===== config.mk =====
export PLATFORM = sky130hd
export DESIGN_NAME = latch_bank_ctrl
export DESIGN_NICKNAME = d
export VERILOG_FILES = /design/src/rtl/latch_bank_ctrl.sv
export SDC_FILE = /design/constraint.sdc
export NUM_CORES = 1
export LEC_CHECK = 0
export CAP_MARGIN = 20
export CELL_PAD_IN_SITES_DETAIL_PLACEMENT = 0
export CELL_PAD_IN_SITES_GLOBAL_PLACEMENT = 1
export CORE_ASPECT_RATIO = 1.5
export CORE_MARGIN = 4
export CORE_UTILIZATION = 28
export DETAILED_ROUTE_END_ITERATION = 8
export PLACE_DENSITY = 0.73
export SKIP_CTS_REPAIR_TIMING = 1
export SYNTH_ARGS = -nofsm -noshare
export SYNTH_HDL_FRONTEND = slang
export SYNTH_SLANG_ARGS = --single-unit

===== constraint.sdc =====
create_clock -name clk -period 1.28 [get_ports clk]
set_input_delay 0.128 -clock clk [delete_from_list [all_inputs] [get_ports clk]]
set_output_delay 0.128 -clock clk [all_outputs]
set_load 0.03 [all_outputs]

===== src/rtl/latch_bank_ctrl.sv =====
// Two-requester round-robin write controller for a latch bank: SETUP, OPEN for OPEN_CYC cycles, then HOLD with ack.
// Optional software clear is enabled by defining LATCH_BANK_CLR_EN, which adds the clr_req input.
module latch_bank_ctrl #(
  parameter int DW       = 8,
  parameter int AW       = 2,
  parameter int OPEN_CYC = 2
) (
  input  logic              clk,
  input  logic              rst_n,
  input  logic              req0,
  input  logic              req1,
  input  logic [AW-1:0]     addr0,
  input  logic [AW-1:0]     addr1,
  input  logic [DW-1:0]     data0,
  input  logic [DW-1:0]     data1,
`ifdef LATCH_BANK_CLR_EN
  input  logic              clr_req,
`endif
  output logic              ack0,
  output logic              ack1,
  output logic [2**AW-1:0]  lat_en,
  output logic [DW-1:0]     lat_d,
  output logic              lat_rst,
  output logic              busy
);

  localparam int OPEN_EFF = (OPEN_CYC < 1) ? 1 : OPEN_CYC;
  localparam int CW       = (OPEN_EFF < 2) ? 1 : $clog2(OPEN_EFF + 1);

  typedef enum logic [2:0] {
    IDLE,
    SETUP,
    OPEN,
    HOLD
`ifdef LATCH_BANK_CLR_EN
    , CLEAR
`endif
  } state_t;

  state_t          state, state_n;
  logic [CW-1:0]   cnt, cnt_n;
  logic [AW-1:0]   addr_q, addr_n;
  logic [DW-1:0]   data_n;
  logic            win_q, win_n;
  logic            last_q, last_n;
  logic            grant1;
  logic [2**AW-1:0] lat_en_n;
  logic            ack0_n, ack1_n, busy_n, lat_rst_n;
`ifdef LATCH_BANK_CLR_EN
  logic            clr_pend, clr_pend_n, clr_any;
`endif

  always_comb begin
    state_n = state;
    cnt_n   = cnt;
    addr_n  = addr_q;
    data_n  = lat_d;
    win_n   = win_q;
    last_n  = last_q;
    grant1  = req1 && (!req0 || (last_q == 1'b0));
`ifdef LATCH_BANK_CLR_EN
    clr_any    = clr_pend | clr_req;
    clr_pend_n = clr_any;
`endif
    case (state)
      IDLE: begin
`ifdef LATCH_BANK_CLR_EN
        if (clr_any) begin
          state_n    = CLEAR;
          clr_pend_n = 1'b0;
        end else
`endif
        if (req0 || req1) begin
          win_n   = grant1;
          last_n  = grant1;
          addr_n  = grant1 ? addr1 : addr0;
          data_n  = grant1 ? data1 : data0;
          state_n = SETUP;
        end
      end
      SETUP: begin
        state_n = OPEN;
        cnt_n   = CW'(OPEN_EFF - 1);
      end
      OPEN: begin
        if (cnt == '0) state_n = HOLD;
        else           cnt_n   = cnt - CW'(1);
      end
      HOLD: begin
        state_n = IDLE;
`ifdef LATCH_BANK_CLR_EN
        // A clear requested during the transfer goes out right after the ack.
        if (clr_any) begin
          state_n    = CLEAR;
          clr_pend_n = 1'b0;
        end
`endif
      end
`ifdef LATCH_BANK_CLR_EN
      CLEAR: state_n = IDLE;
`endif
      default: state_n = IDLE;
    endcase

    // Outputs are precomputed from the next state so they come straight off flops.
    lat_en_n = '0;
    if (state_n == OPEN) lat_en_n[addr_n] = 1'b1;
    ack0_n    = (state_n == HOLD) && !win_n;
    ack1_n    = (state_n == HOLD) && win_n;
    busy_n    = (state_n != IDLE);
`ifdef LATCH_BANK_CLR_EN
    lat_rst_n = (state_n == CLEAR);
`else
    lat_rst_n = 1'b0;
`endif
  end

  always_ff @(posedge clk) begin
    if (!rst_n) begin
      state    <= IDLE;
      cnt      <= '0;
      addr_q   <= '0;
      win_q    <= 1'b0;
      last_q   <= 1'b1;
      lat_en   <= '0;
      lat_d    <= '0;
      ack0     <= 1'b0;
      ack1     <= 1'b0;
      busy     <= 1'b0;
      lat_rst  <= 1'b1;
`ifdef LATCH_BANK_CLR_EN
      clr_pend <= 1'b0;
`endif
    end else begin
      state    <= state_n;
      cnt      <= cnt_n;
      addr_q   <= addr_n;
      win_q    <= win_n;
      last_q   <= last_n;
      lat_en   <= lat_en_n;
      lat_d    <= data_n;
      ack0     <= ack0_n;
      ack1     <= ack1_n;
      busy     <= busy_n;
      lat_rst  <= lat_rst_n;
`ifdef LATCH_BANK_CLR_EN
      clr_pend <= clr_pend_n;
`endif
    end
  end

endmodule


==> flow_summary.yaml, run 1 <==
power:
  seq_power_share_pct: 48.9
  peakVddDrop_mv: 0.708
  p_switching_w: 0.000483
  p_comb_share_pct: 23.5
  swShare_pct: 27.9
  cellPowerDensity_nw_per_um2: 982
  intPower_w: 0.00125
  power_frac_clock_pct: 27.5
  leakage_nw: 0.861
final_layout:
  nets: 183
  stdcell_area_um2: 1760
  area_delta_synth_final_pct: 68.6
  nFillCells: 350
  n_antenna_cell: 0
  drive_gt1_share_pct: 27.4
  fin_util_pct: 50.1
timing:
  setup_viol: 0
  final_hold_viol_count: 0
  min_period_ns: 1.23
  setup_slack_ns: 0.0491
  drv_slew: 0
  hold_ws_ns: 0.356
  fmax_mhz: 812
  finalCritPeriodShare_pct: 96.2
  skew_ns: 0.000909
  rsz0062_at_grt: "yes"
routing:
  wl_mm: 2.93
  via_per_inst: 5.08
  initialDrtViolationCount: 11
  drt_pre_antenna_iters: 4
  ant_nets: 0
  num_vias: 1011
  wl_per_cell_um: 14.7
  route.detailed.drc: 0
place:
  place_area_um2: 1560
  gp_congestion: 0.779
  portBuffers: 39
  dp_slack_ns: -0.194
  hpwl_mm: 2.13
cts:
  clk_latency_ns: 0.27
  cts_buffers: 3
  clockBufferDepth: 2
  clockRootBuffer: "clkbuf_8"
  path_clk_slew_ns: 0.09
  cts_tree: "done"
  cts.sinks: 25
  htreeDepth: 1
worst_setup_path:
  r2r_cells: 3
  critPathMaxFanout: 4
  timing.rr.start: "state[0]"
  required_ns: 1.50
  crit_path_end_kind: "flop"
  critPathLaunchType: "flop"
  r2r-end: "ack0"
  crit_type: "flop to flop"
  ff2ff_setup_slack_ns: 0.05
  crit_arrival_ns: 1.45
  critPathCapture: "ack0"
  startpoint: "state[0]"
global_routing:
  grt_pass1_vias: 1037
  grt_max_degree: 15
  antenna_found_initial: 0
  grt_pass1_wl_mm: 4.81
  grt_usage_pct: 12.1
  globalRouteOverflowTotal: 0
floorplanning:
  core_region_area_um2: 3510
  num_io_pins: 40
  initial_core_util_pct: 29.7
  die_area_um2: 4790
  rows: 26
  die_w_um: 57.9
  dieHeight_um: 82.8
yosys:
  synth_area_um2: 1040
  synthDistinctLibCells: 29
  avgSynthCellArea_um2: 9.58
  synthFlopType: "dfxtp_1"
  synth_area_leaders: "dfxtp_1 (48%), o32ai_1 (9.2%), a221oi_1 (8.4%)"
  synth_nets: 134
  synthArstFlopShare_pct: 0
  yosysMostFrequentCell: "dfxtp_1"
  syn_inst: 109
  yosysSeqAreaShare_pct: 47.9
  ys_warn_count: 0
  synth.top_cells.by_count: "dfxtp_1 (25), inv_1 (16), o32ai_1 (11)"
  synth-seq-cells: 25
  synth_top_area_cell: "dfxtp_1"
  synth_top_area_share_pct: 47.9
  synth_edf_count: 0
status:
  run_status: "finished clean"
min_path:
  hp-class: "input port to flop"
flow_run:
  max-cap-violations: 0
-- area by class of cell --
| type | count | area (um2) | share of cell area [%] |
|---|---|---|---|
| clock buffer | 3 | 41.3 | 2.34 |
| clock inverter | 1 | 5.00 | 0.284 |
| timing repair inverter | 1 | 5.00 | 0.284 |
| sequential | 25 | 507 | 28.8 |
| tap | 42 | 52.6 | 2.98 |
| inverter | 16 | 63.8 | 3.62 |
| timing repair buffer | 51 | 536 | 30.4 |
| multi-input combinational | 60 | 552 | 31.3 |
-- cell usage in the layout (no fill, tap or decap), types with 2 or more instances in the layout --
cell type,Yosys,final
nor2b_1,3,3
inv_1,16,14
nand2b_1,2,2
a21oi_1,4,3
a221oi_2,0,5
clkbuf_8,0,3
nor4b_2,1,2
dlymetal6s2s_1,0,17
nor3_1,5,4
dfxtp_2,0,5
o32ai_1,11,10
nand2_1,4,4
a221oi_1,10,5
nor2_1,3,3
clkdlybuf4s50_1,0,22
buf_4,0,11
dfxtp_1,25,20
-- sequential cells by signal, summed over array words and instances (netlist names) --
register,flops
last_q,1
cnt,2
ack1,1
lat_rst,1
addr_q,2
state,3
busy,1
ack0,1
lat_en,4
win_q,1
lat_d,8
-- cell families (layout without fill, tap and decap cells) --
| kind of cell | after synthesis | after routing | synth area share, % |
|---|---|---|---|
| DFF | 25 | 25 | 47.9 |
| other | 1 | 1 | 0.359 |
| and+or+nand+nor | 24 | 24 | 14.1 |
| AOI/OAI and AO/OA | 33 | 33 | 26.3 |
| adders and majority gates | 1 | 1 | 1.20 |
| buffers and inverters | 24 | 72 | 9.22 |
| xor gates and xnor gates | 1 | 1 | 0.838 |
-- critical path, cell delays in order, from the launching register on --
cell and delay (ns):
dfxtp_2 0.36, or3_4 0.41, o32ai_4 0.26, and2_1 0.16
-- routing by layer --
metal  vias up  GRT usage, %  share of wire, %
met1       482          13.9                38
met2        30          21.5                53
met5         -             0                 0
li1        497             -                 -
met4         0          3.16              0.75
met3         2          3.42               7.8
-- worst min path at each step --
stage          startpoint         to  slack, ns  cells after the start
2_1_floorplan       rst_n     last_q       0.19                      1
3_3_place_gp    addr_q[0]  lat_en[0]       0.45                      1
3_5_place_dp    addr_q[1]  lat_en[0]       0.45                      1
4_1_cts         addr_q[1]  lat_en[0]       0.46                      1
5_1_grt              req0     last_q       0.40                      4
6_report             req0     last_q       0.36                      4
-- power by group through the flow --
stage | sequential, W | combinational, W | clock [W]
after global placement | 0.000862 | 0.000366 | 0
final | 0.000847 | 0.000407 | 0.000476
after global routing | 0.000853 | 0.000437 | 0.000517
after detailed placement | 0.000863 | 0.000370 | 0
after CTS | 0.000845 | 0.000372 | 0.000487
after floorplan | 0.000915 | 0.000131 | 0
-- metrics by stage --
| step | total power [W] | setup TNS, ns | instances |
|---|---|---|---|
| after global routing | 0.00181 | -0.0529 | 199 |
| after floorplan | 0.00105 | 0 | 109 |
| after detailed placement | 0.00123 | -2.12 | 194 |
| after global placement | 0.00123 | -1.51 | 194 |
| final | 0.00173 | 0 | 199 |
| after CTS | 0.00170 | -2.22 | 198 |
Power figures use the tool's default switching activity.
==> run 2, diff against run 1 <==
CAP_MARGIN = default   (was 20)
==> results of run 2 <==
Final layout, timing and power as in run 1 (identical DEF).
